`src/rtl/uart_pkg.sv`:
```
// Shared UART types and constants for the receive path and its consumers.
package uart_pkg;

  typedef enum logic [2:0] {
    IDLE,
    START,
    DATA,
    STOP,
    WAIT_HIGH
  } uart_rx_state_t;

  localparam int UART_CLKS_PER_BIT_115200 = 868;
  localparam int UART_DATA_BITS           = 8;

endpackage

```
`src/rtl/uart_sync2.sv`:
```
// Two-flop synchroniser for asynchronous single-bit inputs (serial line, buttons).
// Latency: 2 clk cycles. Backpressure: none, free-running.
// Reset value is a parameter so an idle-high line never reads as a spurious edge.
module uart_sync2 #(
  parameter logic RST_VAL = 1'b1
) (
  input  logic clk,
  input  logic reset,
  input  logic d,
  output logic q
);

  logic meta;

  always_ff @(posedge clk or negedge reset) begin
    if (!reset) begin
      meta <= RST_VAL;
      q    <= RST_VAL;
    end else begin
      meta <= d;
      q    <= meta;
    end
  end

endmodule

```
`src/rtl/uart_rx_byte.sv`:
```
// 8N1 UART receiver with counter-timed mid-bit sampling and a one-byte valid/ready holding register.
// Latency: byte valid the cycle after the stop-bit sample (~9.5 bit times after start detect).
// Backpressure: a full holding register drops the new byte and pulses overrun; the line is never stalled.
module uart_rx_byte
  import uart_pkg::*;
#(
  parameter int CLKS_PER_BIT = UART_CLKS_PER_BIT_115200
) (
  input  logic                      clk,
  input  logic                      reset,
  input  logic                      rx,
  output logic [UART_DATA_BITS-1:0] rx_data,
  output logic                      rx_valid,
  input  logic                      rx_ready,
  output logic                      frame_error,
  output logic                      overrun,
  output logic                      busy
);

  localparam int HALF_BIT = CLKS_PER_BIT / 2;
  localparam int CNT_W    = $clog2(CLKS_PER_BIT);
  localparam int IDX_W    = $clog2(UART_DATA_BITS);

  localparam logic [CNT_W-1:0] HALF_LAST = CNT_W'(HALF_BIT - 1);
  localparam logic [CNT_W-1:0] BIT_LAST  = CNT_W'(CLKS_PER_BIT - 1);
  localparam logic [IDX_W-1:0] IDX_LAST  = IDX_W'(UART_DATA_BITS - 1);

  logic                      rx_s;
  uart_rx_state_t            state;
  logic [CNT_W-1:0]          cnt;
  logic [IDX_W-1:0]          bit_idx;
  logic [UART_DATA_BITS-1:0] shreg;

  uart_sync2 #(.RST_VAL(1'b1)) u_sync (
    .clk   (clk),
    .reset (reset),
    .d     (rx),
    .q     (rx_s)
  );

  always_ff @(posedge clk or negedge reset) begin
    if (!reset) begin
      state       <= IDLE;
      cnt         <= '0;
      bit_idx     <= '0;
      shreg       <= '0;
      rx_data     <= '0;
      rx_valid    <= 1'b0;
      frame_error <= 1'b0;
      overrun     <= 1'b0;
      busy        <= 1'b0;
    end else begin
      frame_error <= 1'b0;
      overrun     <= 1'b0;
      if (rx_valid && rx_ready)
        rx_valid <= 1'b0;

      case (state)
        IDLE: begin
          cnt <= '0;
          if (!rx_s) begin
            state <= START;
            busy  <= 1'b1;
          end
        end

        START: begin
          if (cnt == HALF_LAST) begin
            cnt <= '0;
            if (!rx_s) begin
              state   <= DATA;
              bit_idx <= '0;
            end else begin
              state <= IDLE;
              busy  <= 1'b0;
            end
          end else begin
            cnt <= cnt + CNT_W'(1);
          end
        end

        DATA: begin
          if (cnt == BIT_LAST) begin
            cnt     <= '0;
            shreg   <= {rx_s, shreg[UART_DATA_BITS-1:1]};
            bit_idx <= bit_idx + IDX_W'(1);
            if (bit_idx == IDX_LAST)
              state <= STOP;
          end else begin
            cnt <= cnt + CNT_W'(1);
          end
        end

        STOP: begin
          if (cnt == BIT_LAST) begin
            cnt <= '0;
            if (rx_s) begin
              state <= IDLE;
              busy  <= 1'b0;
              // A same-cycle handshake frees the register, so the new byte still lands.
              if (!rx_valid || rx_ready) begin
                rx_data  <= shreg;
                rx_valid <= 1'b1;
              end else begin
                overrun <= 1'b1;
              end
            end else begin
              frame_error <= 1'b1;
              state       <= WAIT_HIGH;
            end
          end else begin
            cnt <= cnt + CNT_W'(1);
          end
        end

        WAIT_HIGH: begin
          cnt <= '0;
          if (rx_s) begin
            state <= IDLE;
            busy  <= 1'b0;
          end
        end

        default: begin
          state <= IDLE;
          cnt   <= '0;
          busy  <= 1'b0;
        end
      endcase
    end
  end

endmodule

```
`config.mk`:
```
export PLATFORM = sky130hd
export DESIGN_NAME = uart_rx_byte
export DESIGN_NICKNAME = d
export VERILOG_FILES = /design/src/rtl/uart_pkg.sv /design/src/rtl/uart_sync2.sv /design/src/rtl/uart_rx_byte.sv
export SDC_FILE = /design/constraint.sdc
export NUM_CORES = 1
export LEC_CHECK = 0
export ABC_CLOCK_PERIOD_IN_PS = 2570
export BUFFER_PORTS_ARGS = -buffer_cell sky130_fd_sc_hd__buf_2
export CAP_MARGIN = 20
export CORE_UTILIZATION = 58
export DETAILED_ROUTE_END_ITERATION = 7
export PLACE_DENSITY = 0.83
export SETUP_SLACK_MARGIN = 0.4
export SLEW_MARGIN = 20
export SYNTH_ARGS = -nofsm -noshare
export SYNTH_HDL_FRONTEND = slang
export SYNTH_SLANG_ARGS = --single-unit
```
`constraint.sdc`:
```
create_clock -name clk -period 2.57 [get_ports clk]
set_input_delay 0.3855 -clock clk [delete_from_list [all_inputs] [get_ports clk]]
set_output_delay 0.3855 -clock clk [all_outputs]
set_load 0.01 [all_outputs]
```
==> summary.txt <==
Setup path
  • Crit Path Max Fanout: 8
  • CP Depth: 5
  • Worst path top cell family by delay: simple AND/OR/NAND/NOR gates
  • CP max stage cell: or4_4
  • WS Path Type: flop to flop
  • Reg2reg end: rx_data[2]
  • Worst Setup EP: rx_data[2]
  • Worst setup path start: cnt[0]
  • Max stage delay on crit path: about 540 ps
  • Worst Path Required: about 2800 ps
  • R2r startpoint: cnt[0]
  • Worst Reg-to-Reg Cells: 5
  • Setup crit end kind: flop
  • CP Data Arrival Time: about 2300 ps
  • Worst Path Buf+Inv: 0
  • R2R setup slack: approximately 530 ps
  • Startpoint Class: flop
  • Critical-path cell list: ha_1 > and4bb_4 > nand3_2 > or4_4 > mux2_4

Clocking
  • Hold-fix buffers, CTS: 0
  • Clk_lat worst skew: 350 ps
  • CTS root buf: clkbuf_4
  • CTS tree: done
  • Total CTS buffers: 5
  • Max H-tree Level: 2
  • Post_cts resized: 0
  • Worst-case clock buffer depth: 2
  • Postcts setup bufs: 0
  • Worst-path clk slew: approximately 120 ps
  • Clock Sinks: 38

Synthesis
  • Synth top area share: 51.0%
  • Synthesized Nets: 158
  • Dominant cells by area after synthesis: dfrtp_1 (51%), mux2_4 (6.8%), mux2_2 (5.1%)
  • Area leader, netlist: dfrtp_1
  • Synth Flop Type: dfrtp_1
  • Register bit total from synthesis: 38
  • Syn Area/Cell: 11.8 sq um
  • Post-Syn Area: 1770 sq um
  • Post-Syn Instances: 150
  • Post-synthesis sequential area ratio: between 50% and 60%
  • Post-synth EDFFs: 0
  • Cell variety after synth: 39
  • Synth Warn #: 0
  • Ys async rst share: 100%

Global route
  • First-pass GRT wire length: 5310 um
  • Pin count of the biggest net entering global routing: 39
  • Initial antenna violation count: 0
  • Busiest grt layer: met2
  • GR Util met2: around a third
  • Met3 usage: 6.80%
  • Vias in the first global route: approximately 1100
  • Global route overflow: 0
  • GRT Overall Usage: 21.6%
  • Met1 usage: 30.6%

Timing
  • # setup viols final: 0
  • Worst Clk Skew: approximately 8 ps
  • Final hold violations: 0
  • Slew @ Worst Pin: 801 ps
  • Setup TNS: 0 ps
  • Minimum clock period: 2040 ps
  • Fin crit share: 79.4%
  • Max Fclk: 490 MHz
  • RSZ-0062 raised after global routing: no
  • Slew Limit Headroom: 46.6%
  • Min Hold Slack: 105 ps
  • Max-slew violations: 0

Final layout
  • Nets: between 150 and 200
  • Ant diodes: 0
  • Commonest cells after routing, fill and taps aside: dfrtp_1 (36), nor2_1 (16), buf_2 (15)
  • Most common cell after layout, fill and taps aside: dfrtp_1
  • Fill cells: 200
  • Layout cells sized above 1: 28.0%
  • Area Growth Syn to Fin: 9.56%

Floorplanning
  • Initial Util: between 60 and 70%
  • # rows: 19
  • Chip Height: about 57 um
  • Die Wd: 57.2 um
  • IO Pins: 16
  • Core Area: 2830 sq um
  • Die area: around 3300 sq um

Routing
  • Drt drc: 1
  • Routed WL per cell: between 15 and 20 um
  • Antenna Nets Post-Route: 0
  • WL final: 3060 um
  • TritonRoute pass-1 iters: 6
  • Number of vias per cell: between 5 and 6
  • Via count: 1184
  • Initial DRC count: a little over 40

Min path
  • Worst hold path type: primary input to async pin

Power
  • Lkg Pwr: 0.941 nW
  • Pwr/cell area: 530 nW/um^2
  • Maximum VDD drop: 347 uV
  • Final total power: 0.00103 W

Outcome
  • Failing checks: design-rule violations
  • Status: finished with violations

Run
  • Max-Cap Viols: 0

Placed design
  • PortBufs: 15
  • HPWL after DPL: roughly 2200 um
  • Final Wtd Congestion: 0.935
where the power goes:
group          switching, W  internal (W)  leakage [nW]
clock              0.000204      0.000204        0.0374
sequential       0.00000158      0.000601         0.504
combinational     0.0000133    0.00000258         0.399
Yosys cell counts, drive strengths merged, types with 2 or more instances:
cell type and number:
a211oi 2, a21oi 5, a31oi 3, and3 2
clkbuf 4, dfrtp 36, dfstp 2, ha 4
inv 7, mux2 16, nand2 8, nand3 9
nand4 5, nor2 16, nor3 3, o2bb2ai 2
xnor2 5, xor2 3
per-layer routing:
layer | vias up | part of all wire [%]
li1 | 567 | -
met1 | 581 | 48
met2 | 33 | 47
met3 | 3 | 4.0
met4 | 0 | 0.85
met5 | - | 0
flip-flops by register name, indices dropped and copies added (netlist names):
signal	count
cnt	10
rx_valid	1
bit_idx	3
u_sync.meta	1
overrun	1
busy	1
shreg	8
rx_data	8
frame_error	1
u_sync.q	1
state	3
metrics by stage:
stage	std cells	util [%]	setup slack, ps	cell area, sq um
final	199	68.4	529	1940
after global placement	191	65.5	516	1850
after detailed placement	191	65.5	427	1850
after global routing	199	68.4	431	1940
after CTS	199	68.4	417	1940
after floorplan	150	-	545	1770
how the worst min path moves through the flow:
stage,from,to,cells after the start,slack (ps)
final,reset,rx_data[3],1,110
after global routing,rx,u_sync.meta,1,100
after CTS,rx,u_sync.meta,1,120
after detailed placement,u_sync.meta,u_sync.q,0,350
after global placement,u_sync.meta,u_sync.q,0,350
after floorplan,reset,bit_idx[0],0,90
cell type report:
type / instances / area, sq um / area share (%)
Clock inverter: 3 / 45.0 / 2.33
Multi-Input combinational cell: 100 / 759 / 39.2
Clock buffer: 5 / 37.5 / 1.94
Timing Repair Buffer: 15 / 75.1 / 3.88
Sequential cell: 38 / 953 / 49.3
Tap cell: 31 / 38.8 / 2.00
Inverter: 7 / 26.3 / 1.36
logic make-up (layout without fill, tap and decap cells):
logic type	after synthesis	count (layout)	synth area share, %
AOI/OAI and AO/OA	19	19	7.51
DFF	38	38	54.0
muxes	17	17	12.5
adders and majority gates	4	4	2.83
xor gates and xnor gates	8	8	3.97
and+or+nand+nor	52	52	16.2
buffers and inverters	12	30	3.05
Note: power is estimated with default switching activity, not from simulation.
